`config.mk`:
```
export PLATFORM = sky130hd
export DESIGN_NAME = board_ram_arbiter
export DESIGN_NICKNAME = d
export VERILOG_FILES = /design/src/rtl/board_ram_arbiter.sv
export SDC_FILE = /design/constraint.sdc
export NUM_CORES = 1
export LEC_CHECK = 0
export ABC_AREA = 1
export ABC_CLOCK_PERIOD_IN_PS = 2300
export CAP_MARGIN = 0
export CORE_MARGIN = 8
export CORE_UTILIZATION = 45
export CTS_CLUSTER_SIZE = 40
export DETAILED_ROUTE_END_ITERATION = 6
export PLACE_DENSITY = 0.79
export SLEW_MARGIN = 20
export SYNTH_ARGS = -nofsm -noshare
export SYNTH_HDL_FRONTEND = slang
export SYNTH_SLANG_ARGS = --single-unit
```
`constraint.sdc`:
```
create_clock -name i_clk -period 2.3 [get_ports i_clk]
set_input_delay 0.46 -clock i_clk [delete_from_list [all_inputs] [get_ports i_clk]]
set_output_delay 0.46 -clock i_clk [all_outputs]
set_load 0.02 [all_outputs]
```
`src/rtl/board_ram_arbiter.sv`:
```
// rtl/board_ram_arbiter.sv - board RAM port arbiter: game/display access plus bulk clear sweep
module board_ram_arbiter #(
   parameter int WIDTH  = 32,
   parameter int HEIGHT = 16,
   parameter int RD_LAT = 1,
   parameter int STARVE = 4
) (
   input  logic       i_clk,
   input  logic       i_rst,
   input  logic       i_g_req,
   input  logic       i_g_we,
   input  logic [4:0] i_g_x,
   input  logic [3:0] i_g_y,
   input  logic [3:0] i_g_wdata,
   output logic       o_g_ack,
   output logic [3:0] o_g_rdata,
   input  logic       i_d_req,
   input  logic [4:0] i_d_x,
   input  logic [3:0] i_d_y,
   output logic       o_d_ack,
   output logic [3:0] o_d_rdata,
   input  logic       i_clr_start,
   output logic       o_clr_busy,
   output logic [4:0] o_ram_x,
   output logic [3:0] o_ram_y,
   output logic [3:0] o_ram_in,
   output logic       o_ram_rd,
   output logic       o_ram_wr,
   input  logic [3:0] i_ram_out,
   output logic [1:0] o_owner
);

   localparam int SW = $clog2(STARVE + 1);
   localparam int LW = (RD_LAT > 1) ? $clog2(RD_LAT) : 1;

   typedef enum logic [2:0] {
      S_IDLE,
      S_ISSUE,
      S_WAIT,
      S_ACK,
      S_CLEAR
   } state_t;

   state_t          r_state;
   state_t          w_next;
   logic            r_win_g;     // current access belongs to the game (else display)
   logic            r_we;        // current access is a game write
   logic            r_clr_pend;  // clear requested or sweeping; doubles as clr_busy
   logic [SW-1:0]   r_starve;
   logic [LW-1:0]   r_wait_cnt;
   logic [4:0]      r_ram_x;
   logic [3:0]      r_ram_y;
   logic [3:0]      r_ram_in;
   logic [3:0]      r_g_rdata;
   logic [3:0]      r_d_rdata;

   logic            w_grant_g;
   logic            w_grant_d;
   logic            w_clr_go;
   logic            w_rd_done;
   logic            w_clr_last;

   // state register
   always_ff @(posedge i_clk) begin
      if (i_rst) r_state <= S_IDLE;
      else       r_state <= w_next;
   end

   // next-state, grant decisions and port strobes/acks decoded from the state
   always_comb begin
      w_next     = r_state;
      w_grant_g  = 1'b0;
      w_grant_d  = 1'b0;
      w_clr_go   = 1'b0;
      w_rd_done  = 1'b0;
      w_clr_last = 1'b0;
      o_ram_rd   = 1'b0;
      o_ram_wr   = 1'b0;
      o_g_ack    = 1'b0;
      o_d_ack    = 1'b0;
      o_owner    = 2'b00;
      case (r_state)
         S_IDLE: begin
            if (r_clr_pend) begin
               w_clr_go = 1'b1;
               w_next   = S_CLEAR;
            end else if (i_g_req && (r_starve == SW'(STARVE))) begin
               w_grant_g = 1'b1;
               w_next    = S_ISSUE;
            end else if (i_d_req) begin
               w_grant_d = 1'b1;
               w_next    = S_ISSUE;
            end else if (i_g_req) begin
               w_grant_g = 1'b1;
               w_next    = S_ISSUE;
            end
         end
         S_ISSUE: begin
            o_owner  = r_win_g ? 2'b01 : 2'b10;
            o_ram_wr = r_win_g && r_we;
            o_ram_rd = !(r_win_g && r_we);
            w_next   = (r_win_g && r_we) ? S_ACK : S_WAIT;
         end
         S_WAIT: begin
            o_owner = r_win_g ? 2'b01 : 2'b10;
            if (r_wait_cnt == LW'(RD_LAT - 1)) begin
               w_rd_done = 1'b1;
               w_next    = S_ACK;
            end
         end
         S_ACK: begin
            o_owner = r_win_g ? 2'b01 : 2'b10;
            o_g_ack = r_win_g;
            o_d_ack = !r_win_g;
            w_next  = S_IDLE;
         end
         S_CLEAR: begin
            o_owner  = 2'b11;
            o_ram_wr = 1'b1;
            if ((r_ram_x == 5'(WIDTH - 1)) && (r_ram_y == 4'(HEIGHT - 1))) begin
               w_clr_last = 1'b1;
               w_next     = S_IDLE;
            end
         end
         default: w_next = S_IDLE;
      endcase
   end

   // datapath: RAM port registers, starvation count, read capture, clear sweep address
   always_ff @(posedge i_clk) begin
      if (i_rst) begin
         r_win_g    <= 1'b0;
         r_we       <= 1'b0;
         r_clr_pend <= 1'b0;
         r_starve   <= '0;
         r_wait_cnt <= '0;
         r_ram_x    <= '0;
         r_ram_y    <= '0;
         r_ram_in   <= '0;
         r_g_rdata  <= '0;
         r_d_rdata  <= '0;
      end else begin
         if (w_grant_g) begin
            r_win_g  <= 1'b1;
            r_we     <= i_g_we;
            r_ram_x  <= i_g_x;
            r_ram_y  <= i_g_y;
            r_ram_in <= i_g_wdata;
            r_starve <= '0;
         end
         if (w_grant_d) begin
            r_win_g <= 1'b0;
            r_we    <= 1'b0;
            r_ram_x <= i_d_x;
            r_ram_y <= i_d_y;
            if (i_g_req && (r_starve != SW'(STARVE))) r_starve <= r_starve + 1'b1;
         end
         if (r_state == S_ISSUE) r_wait_cnt <= '0;
         else if (r_state == S_WAIT) r_wait_cnt <= r_wait_cnt + 1'b1;
         if (w_rd_done) begin
            if (r_win_g) r_g_rdata <= i_ram_out;
            else         r_d_rdata <= i_ram_out;
         end
         if (i_clr_start && (r_state != S_CLEAR)) r_clr_pend <= 1'b1;
         if (w_clr_go) begin
            r_ram_x  <= '0;
            r_ram_y  <= '0;
            r_ram_in <= '0;
         end
         if ((r_state == S_CLEAR) && !w_clr_last) begin
            if (r_ram_x == 5'(WIDTH - 1)) begin
               r_ram_x <= '0;
               r_ram_y <= r_ram_y + 1'b1;
            end else begin
               r_ram_x <= r_ram_x + 1'b1;
            end
         end
         if (w_clr_last) r_clr_pend <= 1'b0;
      end
   end

   assign o_ram_x    = r_ram_x;
   assign o_ram_y    = r_ram_y;
   assign o_ram_in   = r_ram_in;
   assign o_g_rdata  = r_g_rdata;
   assign o_d_rdata  = r_d_rdata;
   assign o_clr_busy = r_clr_pend;

endmodule

```
==> run metrics <==
leading area contributor after synthesis=dfxtp_1; Worst Hold Class=reg -> reg; Post-Route WL=4670 um; syn nets=292; Unique masters post-synth=28; final std cells w/o fill=366; HPWL Detailed=3650 um; Inst Count DP=359; Die Span Y=78.5 um; Max-cap violations=0; Final Max Slew Viols=0; full die area=6160 um2; count leader, synth=nand2_1; Die X=78.5 um; layout cells sized above 1=0.0912; commonest cells in the netlist=57 x nand2_1, 32 x nand3_1, 31 x dfxtp_1; Finished Core Util=0.669; total track usage=0.152; Final #Nets=355; Starting Density=0.473; EDFF count, synth=0; clk slew on worst S/H paths=70 ps; largest cells by area after synthesis=dfxtp_1 35%, nand2_1 12%, nand3_1 9.1%; Slew HR=0.807; WP data arrival=1730 ps; Peak VDD IR=0.000411 V; PwrDens=991 nW/um2; Data required, critical path=1840 ps; H-tree depth=2; LEAKAGE=1.05 nW; first-pass GRT wire length=7690 um; final antenna-violating net count=0; worst-path fanout max=7; Clock Latency Late Sink=280 ps; Synth warnings=0; fin crit period=2190 ps; Worst Tran Pin Value=289 ps; # diodes=0; Num CTS Buffers=5; CP startpoint kind=register; ys async rst share=0; post-route setup TNS=0 ps; GRT overflow=0; Synth Cell Area=1760 um2; multi-input logic area=987 um2; CTS Hold Bufs=0; number of remaining DRC errors=0; Bufs on Longest Clock Path=2; P&R area growth vs syn=41.4%; share of the synthesized area in the top cell type=0.353; vias in the first global route=1704; DR vias/cell=4.94; critical setup path kind=reg -> out; CTS root buf=clkbuf_8; core area=3720 um2; cell count after synthesis=255; sequential fraction of the synthesis area=0.353; first drt pass iteration count=4; final hold vios=0; Routability Congestion=0.861; clk_skew=7.91 ps; Top FF cell, synth=dfxtp_1; Seq cells post-synth=31; Vias=1809; kind of end point of the critical path=primary output; DR WL/cell=12.8 um; initial antenna violation count=0; row count=22; fill cell count=347; starting DRC count in detailed routing=57; TritonCTS clock tree=built; Final setup viols=0; Peak Freq=0.456 GHz; Reg area=622 um2; Power, Total=2.46 mW; IO buf count=59; I/O pins=60; Clock Sinks=31; largest net degree at the start of global routing=19; RSZ-0062 raised after global routing=no; status=completed; period utilization=0.953; Mean Syn Cell Area=6.89 um2
==> worst paths after layout <==
kind | start | to | slack [ps] | depth (start not counted)
hold reg to reg | o_d_rdata[2] | o_d_rdata[2] | 460 | 2
setup reg to reg | o_ram_x[0] | o_ram_x[3] | 370 | 10
setup / recovery | r_state[2] | o_ram_rd | 110 | 4
hold / removal | o_d_rdata[2] | o_d_rdata[2] | 460 | 2
==> cells by family (layout without fill, tap and decap cells) <==
logic type      after synthesis  in the layout  share of synthesized area
fa+ha+maj                     5              5                     0.0356
flops                        31             31                      0.353
compound gates               40             40                      0.122
xor+xnor                      4              4                     0.0199
simple gates                139            139                      0.384
buf+inv                      36             99                     0.0854
==> stage by stage <==
step,cell area [um2],hold WS [ps],setup WS [ps]
2_1_floorplan,1760,454,421
3_3_place_gp,2390,448,321
3_5_place_dp,2390,454,273
4_1_cts,2480,463,15.8
5_1_grt,2490,493,7.50
6_report,2490,461,108
==> report_power, final <==
group	leakage (nW)	switching [mW]	total (mW)	internal, mW
clock network	0.0470	0.200	0.435	0.235
registers	0.253	0.130	0.783	0.653
logic	0.753	0.732	1.25	0.513
==> what timing repair did <==
item | CTS | global route
resized for setup | 0 | 2
endpoints found under the setup margin | 0 | 3
buffers inserted | 0 | 0
==> sequential cells by signal (all words and copies together), names as in the netlist <==
| signal | count |
|---|---|
| o_g_rdata | 4 |
| o_ram_in | 4 |
| r_wait_cnt | 1 |
| o_ram_y | 4 |
| r_starve | 3 |
| o_clr_busy | 1 |
| r_we | 1 |
| o_ram_x | 5 |
| o_d_rdata | 4 |
| r_state | 3 |
| r_win_g | 1 |
==> critical path, cell delays in order, from the launching register on <==
cell and delay [ps]:
dfxtp_1 340, inv_2 140, nand3_1 170, a21oi_1 180, clkdlybuf4s50_1 630
==> layout make-up <==
type	instances	area share
Clock buffer	6	0.0332
Clock inverter	1	0.00201
Inverter	31	0.0488
Multi-Input combinational cell	188	0.397
Sequential cell	31	0.250
Tap cell	48	0.0242
Timing Repair Buffer	61	0.245
==> cell usage in the layout (no fill, tap or decap), types with 2 or more instances in the layout <==
| master | Yosys | final |
|---|---|---|
| nand3_1 | 32 | 32 |
| clkbuf_8 | 0 | 6 |
| o211ai_1 | 3 | 3 |
| ha_1 | 5 | 5 |
| a21oi_1 | 26 | 26 |
| clkdlybuf4s50_1 | 0 | 58 |
| o21ai_0 | 9 | 9 |
| nand3_4 | 2 | 2 |
| nand2_4 | 2 | 2 |
| xor2_1 | 2 | 2 |
| inv_1 | 25 | 25 |
| inv_2 | 4 | 4 |
| nand2_2 | 3 | 3 |
| dfxtp_1 | 31 | 30 |
| nand2_1 | 57 | 57 |
| xnor2_1 | 2 | 2 |
| nor3_1 | 7 | 7 |
| buf_4 | 0 | 2 |
| nor2_1 | 28 | 28 |
| nor2_4 | 4 | 4 |
==> layer usage <==
layer  GRT usage  routed length (um)
met1       0.173                2110
met2       0.247                2160
met3      0.0547                 336
met4      0.0722                  69
met5           0                   0
No activity file was read; power rests on OpenSTA's default activity.
